$ cat src/rtl/sevseg_pkg.sv
// Shared constants for the multiplexed seven-segment driver: glyph table,
// the all-segments-off pattern and the largest supported digit count.
package sevseg_pkg;

    localparam int MAX_DIGITS = 8;

    // Segment order gfedcba, active-low (common anode).
    localparam logic [6:0] SEG_OFF = 7'b1111111;

    localparam logic [6:0] GLYPHS [16] = '{
        7'b1000000,  // 0
        7'b1111001,  // 1
        7'b0100100,  // 2
        7'b0110000,  // 3
        7'b0011001,  // 4
        7'b0010010,  // 5
        7'b0000010,  // 6 with top tail
        7'b1111000,  // 7 without segment f
        7'b0000000,  // 8
        7'b0010000,  // 9 with bottom tail
        7'b0001000,  // A
        7'b0000011,  // b
        7'b1000110,  // C
        7'b0100001,  // d
        7'b0000110,  // E
        7'b0001110   // F
    };

    function automatic logic [6:0] glyph_of(input logic [3:0] nibble);
        return GLYPHS[nibble];
    endfunction

endpackage

$ cat src/rtl/sevseg_digit_dec.sv
// Combinational hex nibble to active-low seven-segment glyph lookup.
module sevseg_digit_dec
    import sevseg_pkg::*;
(
    input  logic [3:0] nibble,
    output logic [6:0] glyph
);

    assign glyph = glyph_of(nibble);

endmodule

$ cat src/rtl/sevseg_mux_driver.sv
// Time-multiplexed common-anode seven-segment driver with tear-free,
// frame-synchronous updates. Optional leading-zero blanking: SEVSEG_LZB_EN.
module sevseg_mux_driver
    import sevseg_pkg::*;
#(
    parameter int NUM_DIGITS  = 4,
    parameter int REFRESH_DIV = 50000
) (
    input  logic                    clk,
    input  logic                    rst_n,
    input  logic [4*NUM_DIGITS-1:0] value_i,
    input  logic [NUM_DIGITS-1:0]   dp_i,
    input  logic                    load_i,
    input  logic                    blank_i,
    output logic [6:0]              sevseg_o,
    output logic                    dp_o,
    output logic [NUM_DIGITS-1:0]   an_o,
    output logic                    pending_o,
    output logic                    frame_o
);

    localparam int IDX_W = $clog2(MAX_DIGITS);
    localparam int PS_W  = $clog2(REFRESH_DIV);

    localparam logic [PS_W-1:0]  PS_LAST  = PS_W'(REFRESH_DIV - 1);
    localparam logic [IDX_W-1:0] IDX_LAST = IDX_W'(NUM_DIGITS - 1);

    logic [PS_W-1:0]         presc_p0;
    logic [IDX_W-1:0]        index_p0;
    logic                    slot_end;
    logic                    frame_end;

    logic [4*NUM_DIGITS-1:0] shadow_val;
    logic [NUM_DIGITS-1:0]   shadow_dp;
    logic [4*NUM_DIGITS-1:0] disp_val;
    logic [NUM_DIGITS-1:0]   disp_dp;

    logic [3:0]              nibble;
    logic                    dp_bit;
    logic [6:0]              glyph;
    logic [6:0]              seg_lit;
    logic [NUM_DIGITS-1:0]   an_sel;
    logic                    dark;

    // Stage p0: prescaler and digit index
    assign slot_end  = (presc_p0 == PS_LAST);
    assign frame_end = slot_end && (index_p0 == IDX_LAST);

    always_ff @(posedge clk or negedge rst_n) begin
        if (!rst_n) begin
            presc_p0 <= '0;
            index_p0 <= '0;
        end else if (slot_end) begin
            presc_p0 <= '0;
            index_p0 <= (index_p0 == IDX_LAST) ? '0 : index_p0 + IDX_W'(1);
        end else begin
            presc_p0 <= presc_p0 + PS_W'(1);
        end
    end

    // Shadow takes every load; the display only changes on a frame boundary,
    // where a coincident load bypasses the shadow so nothing is left pending.
    always_ff @(posedge clk or negedge rst_n) begin
        if (!rst_n) begin
            shadow_val <= '0;
            shadow_dp  <= '0;
            disp_val   <= '0;
            disp_dp    <= '0;
            pending_o  <= 1'b0;
        end else begin
            if (load_i) begin
                shadow_val <= value_i;
                shadow_dp  <= dp_i;
            end
            if (frame_end) begin
                disp_val  <= load_i ? value_i : shadow_val;
                disp_dp   <= load_i ? dp_i    : shadow_dp;
                pending_o <= 1'b0;
            end else if (load_i) begin
                pending_o <= 1'b1;
            end
        end
    end

    always_comb begin
        nibble = '0;
        dp_bit = 1'b0;
        an_sel = '1;
        for (int k = 0; k < NUM_DIGITS; k++) begin
            if (index_p0 == IDX_W'(k)) begin
                nibble    = disp_val[4*k +: 4];
                dp_bit    = disp_dp[k];
                an_sel[k] = 1'b0;
            end
        end
    end

    sevseg_digit_dec u_dec (
        .nibble (nibble),
        .glyph  (glyph)
    );

`ifdef SEVSEG_LZB_EN
    logic [IDX_W-1:0] top_digit;

    // Highest nonzero nibble; digit 0 stays lit because index 0 is never above it.
    always_comb begin
        top_digit = '0;
        for (int k = 0; k < NUM_DIGITS; k++) begin
            if (disp_val[4*k +: 4] != 4'h0) begin
                top_digit = IDX_W'(k);
            end
        end
    end

    assign seg_lit = (index_p0 > top_digit) ? SEG_OFF : glyph;
`else
    assign seg_lit = glyph;
`endif

    // Slot 0 of every digit is dead time so two anodes never overlap.
    assign dark = blank_i || (presc_p0 == '0);

    // Stage p1: registered pin outputs
    always_ff @(posedge clk or negedge rst_n) begin
        if (!rst_n) begin
            an_o     <= '1;
            sevseg_o <= SEG_OFF;
            dp_o     <= 1'b1;
            frame_o  <= 1'b0;
        end else begin
            an_o     <= dark ? '1 : an_sel;
            sevseg_o <= dark ? SEG_OFF : seg_lit;
            dp_o     <= dark | ~dp_bit;
            frame_o  <= frame_end;
        end
    end

endmodule
$ cat config.mk
export PLATFORM = sky130hd
export DESIGN_NAME = sevseg_mux_driver
export DESIGN_NICKNAME = d
export VERILOG_FILES = /design/src/rtl/sevseg_pkg.sv /design/src/rtl/sevseg_digit_dec.sv /design/src/rtl/sevseg_mux_driver.sv
export SDC_FILE = /design/constraint.sdc
export NUM_CORES = 1
export LEC_CHECK = 0
export CORE_MARGIN = 2
export CORE_UTILIZATION = 44
export CTS_CLUSTER_DIAMETER = 80
export DETAILED_ROUTE_END_ITERATION = 8
export GPL_ROUTABILITY_DRIVEN = 0
export GPL_TIMING_DRIVEN = 0
export MAX_ROUTING_LAYER = met4
export PLACE_DENSITY_LB_ADDON = 0.25
export SYNTH_ARGS = -nofsm -noshare
export SYNTH_HDL_FRONTEND = slang
export SYNTH_SLANG_ARGS = --single-unit
$ cat constraint.sdc
create_clock -name clk -period 2.7 [get_ports clk]
set_clock_uncertainty 0.15 [all_clocks]
set_input_delay 0.27 -clock clk [delete_from_list [all_inputs] [get_ports clk]]
set_output_delay 0.27 -clock clk [all_outputs]
set_load 0.005 [all_outputs]
# Word level (Yosys, flattened, before mapping)
# Memory sizes are Yosys's and may differ from the RTL's.
# Cells that the tools add are included.
dict set report classes {
  order_cmp 1
  div 0
  n_mul 0
  shift 0
  eq_ne 4
  n_bitwise 3
  mux 22
  n_reduce_logical 5
  n_addsub 2
}
# operator count
set ops {}
lappend ops {{$mux 16} 2}
lappend ops {{$mux 4} 6}
lappend ops {{$mux 7} 3}
lappend ops {{$add 16x1->16 const B} 1}
lappend ops {{$eq 16x16->1 const B} 1}
lappend ops {{$logic_not 16->1} 1}
lappend ops {{$mux 1} 10}
lappend ops {{$eq 3x2->1 const B} 2}
lappend ops {{$ge 5x5->1 const B} 1}
lappend ops {{$not 4->5} 1}
lappend ops {{$add 3x1->3 const B} 1}
lappend ops {{$eq 3x1->1 const B} 1}
lappend ops {{$logic_not 3->1} 1}
lappend ops {{$mux 3} 1}
lappend ops {{$reduce_bool 2->1} 1}
lappend ops {{$logic_and 1x1->1} 1}
lappend ops {{$logic_or 1x1->1} 1}
lappend ops {{$not 1->1} 1}
lappend ops {{$or 1x1->1} 1}
dict set report totals {
  latch_bits 0
  romBits 112
  in_bits 24
  regBits 73
  n_memories 1
  word_cells 49
  ram_bits 0
}
# memory depth width rd rd_ports_with_merged_regs write_ports line
set memory_table {}
lappend memory_table {{(no name shown)} 16 7 1 0 0 sevseg_pkg.sv:30} ;# return GLYPHS[nibble];

# Depth between registers and ports, before layout
# Gate-level depths: netlist of run 1.
dict set report depth {
  depth_word 10
  mapped_depth 12
  depth_no_buf 11
}

# Cells and area by module
# A second synthesis of run 1 with hierarchy kept.
dict set report hier_totals {
  cells_unflattened 281
  hier_area_um2 3430.8
}
# mod area_each_um2 instances cells_each
set by_module_without_submodules {}
lappend by_module_without_submodules {sevseg_mux_driver 3159.3 1 246}
lappend by_module_without_submodules {sevseg_digit_dec 271.5 1 35}

# Least setup slack after synthesis of run 1
# Ideal clock, no wire load.
dict set report synth_timing {
  path_kind {reg-to-reg}
  startpoint {register index_p0[0]}
  endpoint {register sevseg_o[0]}
  setup_ns 0.094
  arrival_time_ns 2.100
  setup_slack_ns 0.355
  n_path_buf 1
  stages_incl_launch_ff 11
  path_cell_list {dfrtp_1 inv_1 ha_1 buf_2 nor3b_1 a211oi_1 and2_1 ha_1 inv_1 a32o_1 a311oi_1}
}
dict set report synth_between {
  elab_chain_len 10
}
# element line
set synth_rtl {}
lappend synth_rtl {{start, declared} sevseg_mux_driver.sv:29} ;# logic [IDX_W-1:0] index_p0;
lappend synth_rtl {{start signal, assigned} sevseg_mux_driver.sv:55} ;# index_p0 <= (index_p0 == IDX_LAST) ? '0 : index_p0 + IDX_W'(1);
lappend synth_rtl {{$logic_not 3->1} sevseg_mux_driver.sv:90} ;# if (index_p0 == IDX_W'(k)) begin
lappend synth_rtl {{$mux 4 (3 in a row)} sevseg_mux_driver.sv:90}
lappend synth_rtl {{$mux 4 (*)} sevseg_mux_driver.sv:90}
lappend synth_rtl {{$not 4->5 (not written as such) (*)} sevseg_pkg.sv:30}
lappend synth_rtl {{$mem_v2 16x7 (*)} -}
lappend synth_rtl {{$mux 7 (not written as such) (*) (2 in a row)} sevseg_pkg.sv:30}
lappend synth_rtl {{$mux 7 (*)} sevseg_mux_driver.sv:133} ;# sevseg_o <= dark ? SEG_OFF : seg_lit;
lappend synth_rtl {{end signal, assigned} sevseg_mux_driver.sv:133}
lappend synth_rtl {{end, declared} sevseg_mux_driver.sv:15} ;# output logic [6:0] sevseg_o,
# Every way passes the cells marked *; elsewhere a longest branch is shown, timed or not. The select of a mux whose other input is x is not followed.
# A chain may end at the register's enable or synchronous reset.

# Worst setup path after layout of run 1
# Ends and elaborated chain as after synthesis.

==> flow_metrics.tcl, run 1 <==
set metrics [dict create \
    insertion_delay_ns 0.35 \
    dp_slack_ns -0.196 \
    finalInstanceArea_mm2 0.00417 \
    grt_max_degree 74 \
    dieArea_mm2 0.00848 \
    ant_nets 0 \
    grt_setup_unrepaired "true" \
    cts_max_level 3 \
    cp.depth 10 \
    path_max_fanout 10 \
    antenna_found_initial 0 \
    endpoint_kind "register" \
    synthToLayoutAreaGrowth_pct 22.1 \
    leakagePower_nw 1.78 \
    synth_edf_count 0 \
    r2r_cells 10 \
    yosysUniqueCellTypes 42 \
    gr-total-overflow 0 \
    synth_area_leader_cell "dfrtp_1" \
    fp.coreArea_mm2 0.00761 \
    max_stage_delay_ns 0.42 \
    hp-class "reg -> reg" \
    cts_tree "yes" \
    first_pass_iters 4 \
    fin_crit_ns 2.61 \
    synth_mux_area_frac 0.153 \
    syn_inst 277 \
    run_status "completed" \
    fmax_ghz 0.383 \
    syn-cell-area_mm2 0.00341 \
    avgRoutedWirePerCell_um 14.8 \
    drt-vias-per-instance 5.20 \
    cap_violations 0 \
    arrival_ns 2.72 \
    setup_slack_ns 0.0893 \
    grt.total_usage 0.173 \
    vdd_ir_drop_max_mv 0.239 \
    timing.rr.start "index_p0[0]" \
    ios 38 \
    cts-root-buf "clkbuf_8" \
    grt_first_pass_wirelength_um 11000 \
    crit_family "compound AO/OA/AOI/OAI gates" \
    required_ns 2.81 \
    syn_nets 313 \
    yosys_register_bits 73 \
    syn_area_per_cell_um2 12.3 \
    route.detailed.drc 0 \
    drive_gt1_frac 0.255 \
    numCtsBuffers 9 \
    power_density_mw_per_mm2 508 \
    synth_xor_area_frac 0.0334 \
    setup_viol 0 \
    vias 2262 \
    synth_warnings 0 \
    place_area_mm2 0.00391 \
    synth_compound_area_frac 0.0748 \
    synthTopCellsByCount "dfrtp_1 (61), mux2_2 (22), nand2_1 (21)" \
    final_max_slew_viol_count 0 \
    synth_most_common_cell "dfrtp_1" \
    wl_um 6420 \
    synthAdderAreaFrac 0.0440 \
    slowest_stage "dfrtp_1" \
    synth_top_family_by_area "multiplexers" \
    final-hold-violation-count 0 \
    drtIter0Drc 70 \
    ys_dominant_reg_cell "dfrtp_1" \
    grt_pass1_vias 2293 \
    startpoint_type "register" \
    io_buffers 37 \
    initial_core_util 0.449 \
    num_antenna_cells 0 \
    ys_async_sr_fraction 1.00 \
    rows 32 \
    holdPathStages 1 \
    cts.sinks 73 \
    yosys.area_share.simple 0.116 \
    hpwl_um 4380 \
    path_clk_slew_ns 0.08 \
    yosys.area.top_type_share 0.447 \
    synth_area_leaders "dfrtp_1 (45%), dfstp_2 (9.2%), mux2_4 (7.5%)" \
    finalCritPeriodShare 0.967 \
    crit_buf_inv 3 \
    slew-limit-headroom 0.409 \
    min_from "shadow_val[1]" \
    path_class "reg -> reg" \
    ys_seq_area_frac 0.540 \
    nets 364 \
    path_cells "inv_1 -> ha_1 -> buf_2 -> a211oi_1 -> a211oi_2 -> and2_4 -> ha_1 -> inv_1 -> a32o_1 -> a311oi_2" \
    cts_buffer_depth 2 \
    die_h_um 92.1 \
    post-route-util 0.548 \
    die_w_um 92.1 \
    worstSetupStartpoint "index_p0[0]" \
    worst_slew_pin_slew_ns 0.886 \
]
[worst paths after layout]
| path | end | slack, ns |
|---|---|---|
| worst min register to register | shadow_val[1] | 0.35 |
| worst max register to register | sevseg_o[0] | 0.09 |
| worst min-delay path | shadow_val[1] | 0.35 |
| max in group asynchronous | disp_val[13] | 1.40 |
| min in group asynchronous | frame_o | 0.43 |
| worst max-delay path | sevseg_o[0] | 0.09 |
[layer usage]
metal | global-route usage | wire (µm) | up-vias | share of wire
li1 | - | - | 1079 | -
met1 | 0.219 | 2970 | 1116 | 0.46
met2 | 0.266 | 3030 | 54 | 0.47
met3 | 0.0485 | 283 | 13 | 0.044
met4 | 0.0672 | 136 | 0 | 0.021
met5 | - | 0 | - | 0
[registers in the layout, indices dropped and copies added (netlist names), 3 cells and up]
| register | flops |
|---|---|
| an_o | 4 |
| disp_dp | 4 |
| disp_val | 16 |
| index_p0 | 3 |
| presc_p0 | 16 |
| sevseg_o | 7 |
| shadow_dp | 4 |
| shadow_val | 16 |
[power by group]
group          switching (W)  total [W]  internal (W)
clock network       0.000402   0.000851      0.000449
logic              0.0000552   0.000126     0.0000707
registers         0.00000753    0.00114       0.00113
total               0.000465    0.00212       0.00165
[final cells by class]
class                   count  area (µm²)
plain buffers              10        86.3
fillers                   668        3440
well taps                 102         128
flip-flops and latches     73        1840
clock inverters             5        55.1
inverters                  13        48.8
multi-input cells         181        1470
repair buffers             40         393
clock buffers              11         141
[cells by family after synthesis]
family	Yosys count
simple gates	77
flops	73
mux	41
compound gates	38
buf+inv	23
xor+xnor	13
fa+ha+maj	12
[metrics by stage]
stage	hold slack [ns]	setup TNS, ns	total power (W)	instances
3_5_place_dp	0.301	-0.599	0.00129	416
2_1_floorplan	-0.176	0	0.00121	277
6_report	0.347	0	0.00212	435
5_1_grt	0.366	-0.133	0.00221	435
4_1_cts	0.349	0	0.00214	433
3_3_place_gp	0.326	-79.02	0.00129	416
[cells in the final DEF, fill, tap and decap left out, drive strengths merged, types with 2 or more instances in the layout]
| master | count |
|---|---|
| ha | 12 |
| a21oi | 12 |
| nor3 | 3 |
| nor2b | 4 |
| nand2 | 21 |
| and2 | 3 |
| nand3 | 11 |
| clkdlybuf4s50 | 36 |
| inv | 13 |
| buf | 9 |
| nand3b | 4 |
| xor2 | 6 |
| clkbuf | 15 |
| xnor2 | 7 |
| nor2 | 15 |
| nand4 | 2 |
| clkinvlp | 2 |
| dfrtp | 61 |
| dfstp | 12 |
| clkinv | 2 |
| o221ai | 2 |
| nor4 | 7 |
| mux2i | 2 |
| and3 | 3 |
| a2111o | 2 |
| a211oi | 5 |
| o21ai | 8 |
| mux2 | 39 |
[timing repair]
| item | in CTS | in global routing |
|---|---|---|
| buffers inserted | 0 | 2 |
| gates resized for setup | 4 | 6 |
| pin swaps | 0 | 1 |
| gates cloned | 0 | 0 |
| hold buffers | 1 | 0 |
| hold endpoints to repair | 61 | 0 |
| endpoints found under the setup margin | 5 | 5 |
Note: power is estimated with default switching activity, not from simulation.
==> run 2: changes to the inputs <==
CORE_UTILIZATION = 55   (was 44)
==> run 2 against run 1 <==
Routed wire length increased by 1.4%; maximum frequency increased by 3.7%; total power decreased by 0.56%; via count decreased by 0.66%; global-route usage increased by 4.8 points; critical path type unchanged; largest power group unchanged.
==> flow_metrics.tcl, run 2 (synthesized netlist as in run 1, its figures left out) <==
set metrics [dict create \
    crit_family "compound AO/OA/AOI/OAI gates" \
    endpoint "sevseg_o[2]" \
    rows 28 \
    wl_um 6510 \
    dp_slack_ns -0.139 \
    die_h_um 82.8 \
    cts-root-buf "clkbuf_8" \
    grt_max_degree 74 \
    fp.coreArea_mm2 0.00596 \
    cts.sinks 73 \
    ios 38 \
    final_cell_mix "dfrtp_1 (61), clkdlybuf4s50_1 (36), mux2_2 (22)" \
    path_max_fanout 10 \
    reg2reg_slack_ns 0.18 \
    fmax_ghz 0.397 \
    place_area_mm2 0.00387 \
    post-route-util 0.703 \
    endpoint_kind "register" \
    power_density_mw_per_mm2 503 \
    routed-wl-met3_um 209 \
    cp.depth 7 \
    combPwrFrac 0.060 \
    drtIter0Drc 121 \
    insertion_delay_ns 0.35 \
    startpoint_type "register" \
    final-hold-violation-count 0 \
    slowest_stage "a2111oi_1" \
    internal-power_w 0.00163 \
    worst_slew_pin_slew_ns 0.873 \
    path_class "reg -> reg" \
    numCtsBuffers 9 \
    clockPowerShare 0.399 \
    antenna_found_initial 0 \
    fill_cells 437 \
    cts_tree "yes" \
    cap_violations 0 \
    drt-vias-per-instance 5.44 \
    grt_pass1_vias 2207 \
    r2r_cells 7 \
    mostFrequentLayoutCell "dfrtp_1" \
    timing.rr.start "index_p0[0]" \
    num_antenna_cells 0 \
    io_buffers 37 \
    worstSetupStartpoint "index_p0[0]" \
    cts_buffer_depth 2 \
    arrival_ns 2.61 \
    wl_met2_um 3140 \
    leakagePower_nw 1.79 \
    ant_nets 0 \
    crit_buf_inv 2 \
    setup_viol 0 \
    dieArea_mm2 0.00685 \
    setup_slack_ns 0.183 \
    hp-class "reg -> reg" \
    seq_power_share 0.542 \
    grt_first_pass_wirelength_um 10700 \
    power_switching_w 0.000478 \
    reg_top3 "disp_val: 16 flops, presc_p0: 16 flops, shadow_val: 16 flops" \
    initial_core_util 0.573 \
    first_pass_iters 4 \
    grt.total_usage 0.221 \
    wl_met1_um 3030 \
    hpwl_um 4270 \
    run_status "completed" \
    avgRoutedWirePerCell_um 15.8 \
    path_clk_slew_ns 0.07 \
    drive_gt1_frac 0.284 \
    placed_cells 389 \
    totalPowerFinal_w 0.00210 \
    path_cells "inv_2 -> ha_1 -> clkbuf_4 -> nor2b_1 -> a2111oi_1 -> nor2_1 -> o311ai_0" \
    fin_crit_ns 2.52 \
    gr-total-overflow 0 \
    max_stage_delay_ns 0.60 \
    nets 369 \
    vdd_ir_drop_max_mv 0.334 \
    die_w_um 82.8 \
    slew-limit-headroom 0.418 \
    vias 2247 \
    reg2reg_to "sevseg_o[2]" \
    finalCritPeriodShare 0.932 \
    cts_max_level 3 \
    fin_cells 413 \
    finalInstanceArea_mm2 0.00419 \
    route.detailed.drc 0 \
    required_ns 2.79 \
    top_layer "met4" \
    final_max_slew_viol_count 0 \
    synthToLayoutAreaGrowth_pct 22.7 \
    p_sw_frac 0.227 \
]
run 2: cell types whose count changed in the layout (fill, tap and decap cells not counted), sizes merged:
cell      delta
buf          +4
clkinvlp     +1
clkbuf       -1
clkinv       +1
run 2: per-layer routing:
| metal | up-vias | GRT usage |
|---|---|---|
| met1 | 1108 | 0.281 |
| met4 | 0 | 0.0934 |
| met3 | 15 | 0.0543 |
| met2 | 38 | 0.340 |
| li1 | 1086 | - |
| met5 | - | - |
run 2: worst min-delay path by stage:
| stage | from | endpoint | slack [ns] | cells past startpoint |
|---|---|---|---|---|
| floorplan | rst_n | disp_dp[0] | -0.18 | 0 |
| global placement | pending_o | pending_o | 0.33 | 2 |
| detailed placement | rst_n | shadow_val[8] | 0.30 | 1 |
| CTS | presc_p0[0] | presc_p0[0] | 0.35 | 1 |
| global route | presc_p0[11] | presc_p0[11] | 0.37 | 1 |
| finish | presc_p0[0] | presc_p0[0] | 0.34 | 1 |
run 2: metrics by stage:
| stage | setup TNS (ns) | hold slack (ns) |
|---|---|---|
| global placement | -76.11 | 0.325 |
| CTS | 0 | 0.349 |
| detailed placement | -0.569 | 0.296 |
| global route | -0.114 | 0.366 |
| floorplan | 0 | -0.176 |
| finish | 0 | 0.342 |
run 2: cell type report:
cell class                 count  area [µm²]  area share
buffer                        10        88.8      0.0212
clock inverter                 7        71.3      0.0170
sequential                    73        1840       0.440
multi-input combinational    181        1490       0.355
inverter                      13        48.8      0.0117
timing repair buffer          45         430       0.103
clock buffer                   9         124      0.0296
tap                           75        93.8      0.0224
run 2: what timing repair did:
action / in CTS / in global routing
hold buffers: 1 / 0
buffers inserted: 1 / 6
gates resized for setup: 3 / 14
endpoints found under the hold margin: 61 / 0
pin swaps: 1 / 4
endpoints found under the setup margin: 5 / 6
run 2: power groups by stage:
stage                     registers [W]  logic (W)  clock network [W]
after floorplan                 0.00116  0.0000497                  0
after global placement          0.00116   0.000125                  0
after detailed placement        0.00116   0.000127                  0
after CTS                       0.00114   0.000129           0.000856
after global routing            0.00114   0.000142           0.000903
final                           0.00114   0.000126           0.000839
run 2: worst register-to-register path, delay by kind of cell, from the launching register on:
kind,cells,cell delay [ns]
flops,1,0.41
buf+inv,2,0.26
compound gates,2,0.97
fa+ha+maj,1,0.21
simple gates,2,0.41
==> run 3: changes to the inputs <==
CTS_BUF_LIST = sky130_fd_sc_hd__clkbuf_8   (was default)
SKIP_CTS_REPAIR_TIMING = 1   (was default)
==> run 3 against run 2 <==
Sequential cell count unchanged; count of clock-buffer cells in the layout is the same; largest cell class unchanged; cell area up 0.24%; non-clock buffer count increased by 1; global-route usage is essentially flat; critical path type unchanged; sequential power barely moved; register-to-register slack about the same; final cell count up 0.24%; combinational power is essentially flat.
==> flow_metrics.tcl, run 3 (synthesized netlist as in run 1, its figures left out) <==
set metrics [dict create \
    reg_top3 "disp_val: 16 flops, presc_p0: 16 flops, shadow_val: 16 flops" \
    crit_family "compound AO/OA/AOI/OAI gates" \
    path_max_fanout 10 \
    vdd_ir_drop_max_mv 0.334 \
    path_cells "ha_1 -> buf_2 -> nand3b_1 -> a211oi_2 -> and2_4 -> ha_2 -> inv_1 -> a32o_1 -> a311oi_2" \
    grt_pass1_vias 2200 \
    hold_path_end "presc_p0[0]" \
    cts.sinks 73 \
    cts_max_level 3 \
    worstSetupStartpoint "index_p0[0]" \
    fp.coreArea_mm2 0.00596 \
    rows 28 \
    hpwl_um 4270 \
    synthToLayoutAreaGrowth_pct 23.0 \
    holdPathStages 1 \
    startpoint_type "register" \
    post-route-util 0.705 \
    final_max_slew_viol_count 0 \
    min_from "presc_p0[0]" \
    avgRoutedWirePerCell_um 15.7 \
    drtIter0Drc 103 \
    gr-total-overflow 0 \
    ios 38 \
    first_pass_iters 4 \
    path_class "reg -> reg" \
    crit_buf_inv 2 \
    run_status "completed" \
    leakagePower_nw 1.80 \
    drive_gt1_frac 0.286 \
    fill_cells 434 \
    required_ns 2.82 \
    antenna_found_initial 0 \
    io_buffers 37 \
    power_density_mw_per_mm2 502 \
    dp_slack_ns -0.139 \
    cap_violations 0 \
    cts_tree "yes" \
    grt_max_degree 74 \
    timing.rr.start "index_p0[0]" \
    fmax_ghz 0.397 \
    reg2reg_to "sevseg_o[0]" \
    final-hold-violation-count 0 \
    insertion_delay_ns 0.35 \
    die_h_um 82.8 \
    ant_nets 0 \
    grt_first_pass_wirelength_um 10600 \
    vias 2272 \
    r2r_cells 9 \
    grt.busiest_layer "met2" \
    max_stage_delay_ns 0.42 \
    mostFrequentLayoutCell "dfrtp_1" \
    cts-root-buf "clkbuf_8" \
    grt.total_usage 0.220 \
    fin_cells 414 \
    reg2reg_slack_ns 0.18 \
    arrival_ns 2.64 \
    final_cell_mix "dfrtp_1 (61), clkdlybuf4s50_1 (36), mux2_2 (22)" \
    grtUsageMet2 0.339 \
    endpoint_kind "register" \
    totalPowerFinal_w 0.00211 \
    met3_usage 0.0543 \
    setup_viol 0 \
    dieArea_mm2 0.00685 \
    route.detailed.drc 0 \
    nets 370 \
    wl_um 6490 \
    finalCritPeriodShare 0.933 \
    cts_buffer_depth 2 \
    hp-class "reg -> reg" \
    die_w_um 82.8 \
    initial_core_util 0.573 \
    slew-limit-headroom 0.419 \
    worst_slew_pin_slew_ns 0.871 \
    gr-usage-met1 0.280 \
    drt-vias-per-instance 5.49 \
    placed_cells 389 \
    fin_crit_ns 2.52 \
    num_antenna_cells 0 \
    path_clk_slew_ns 0.08 \
    numCtsBuffers 9 \
    slowest_stage "dfrtp_1" \
    setup_slack_ns 0.180 \
]
[run 3: final cells by class]
type	count	area (µm²)	share of cell area
flip-flops and latches	73	1840	0.439
multi-input cells	181	1490	0.356
repair buffers	46	438	0.104
clock buffers	9	124	0.0295
well taps	75	93.8	0.0224
plain buffers	10	86.3	0.0206
clock inverters	7	71.3	0.0170
inverters	13	48.8	0.0116
[run 3: stage by stage]
step / hold slack (ns) / cell area [µm²] / TNS, ns
after floorplan: -0.176 / 3410 / 0
after global placement: 0.325 / 3880 / -76.11
after detailed placement: 0.296 / 3870 / -0.569
after CTS: -0.0865 / 4070 / -0.977
after global routing: 0.366 / 4200 / -0.0339
final: 0.342 / 4200 / 0
[run 3: where the power goes]
group / switching, W / internal, W
Combinational: 0.0000551 / 0.0000707
Clock: 0.000419 / 0.000424
Sequential: 0.00000767 / 0.00113
Total: 0.000482 / 0.00163
[run 3: how the worst max path moves through the flow]
stage	endpoint	slack (ns)	cells past startpoint
CTS	sevseg_o[0]	-0.23	9
floorplan	sevseg_o[0]	0.36	10
detailed placement	sevseg_o[0]	-0.14	9
global placement	presc_p0[11]	-1.18	1
global route	sevseg_o[3]	-0.03	12
finish	sevseg_o[0]	0.18	9
[run 3: routing by layer]
metal / routed length, µm / vias up / share of wire
li1: - / 1092 / -
met1: 3000 / 1125 / 0.46
met2: 3130 / 41 / 0.48
met3: 227 / 14 / 0.035
met4: 131 / 0 / 0.020
met5: 0 / - / 0
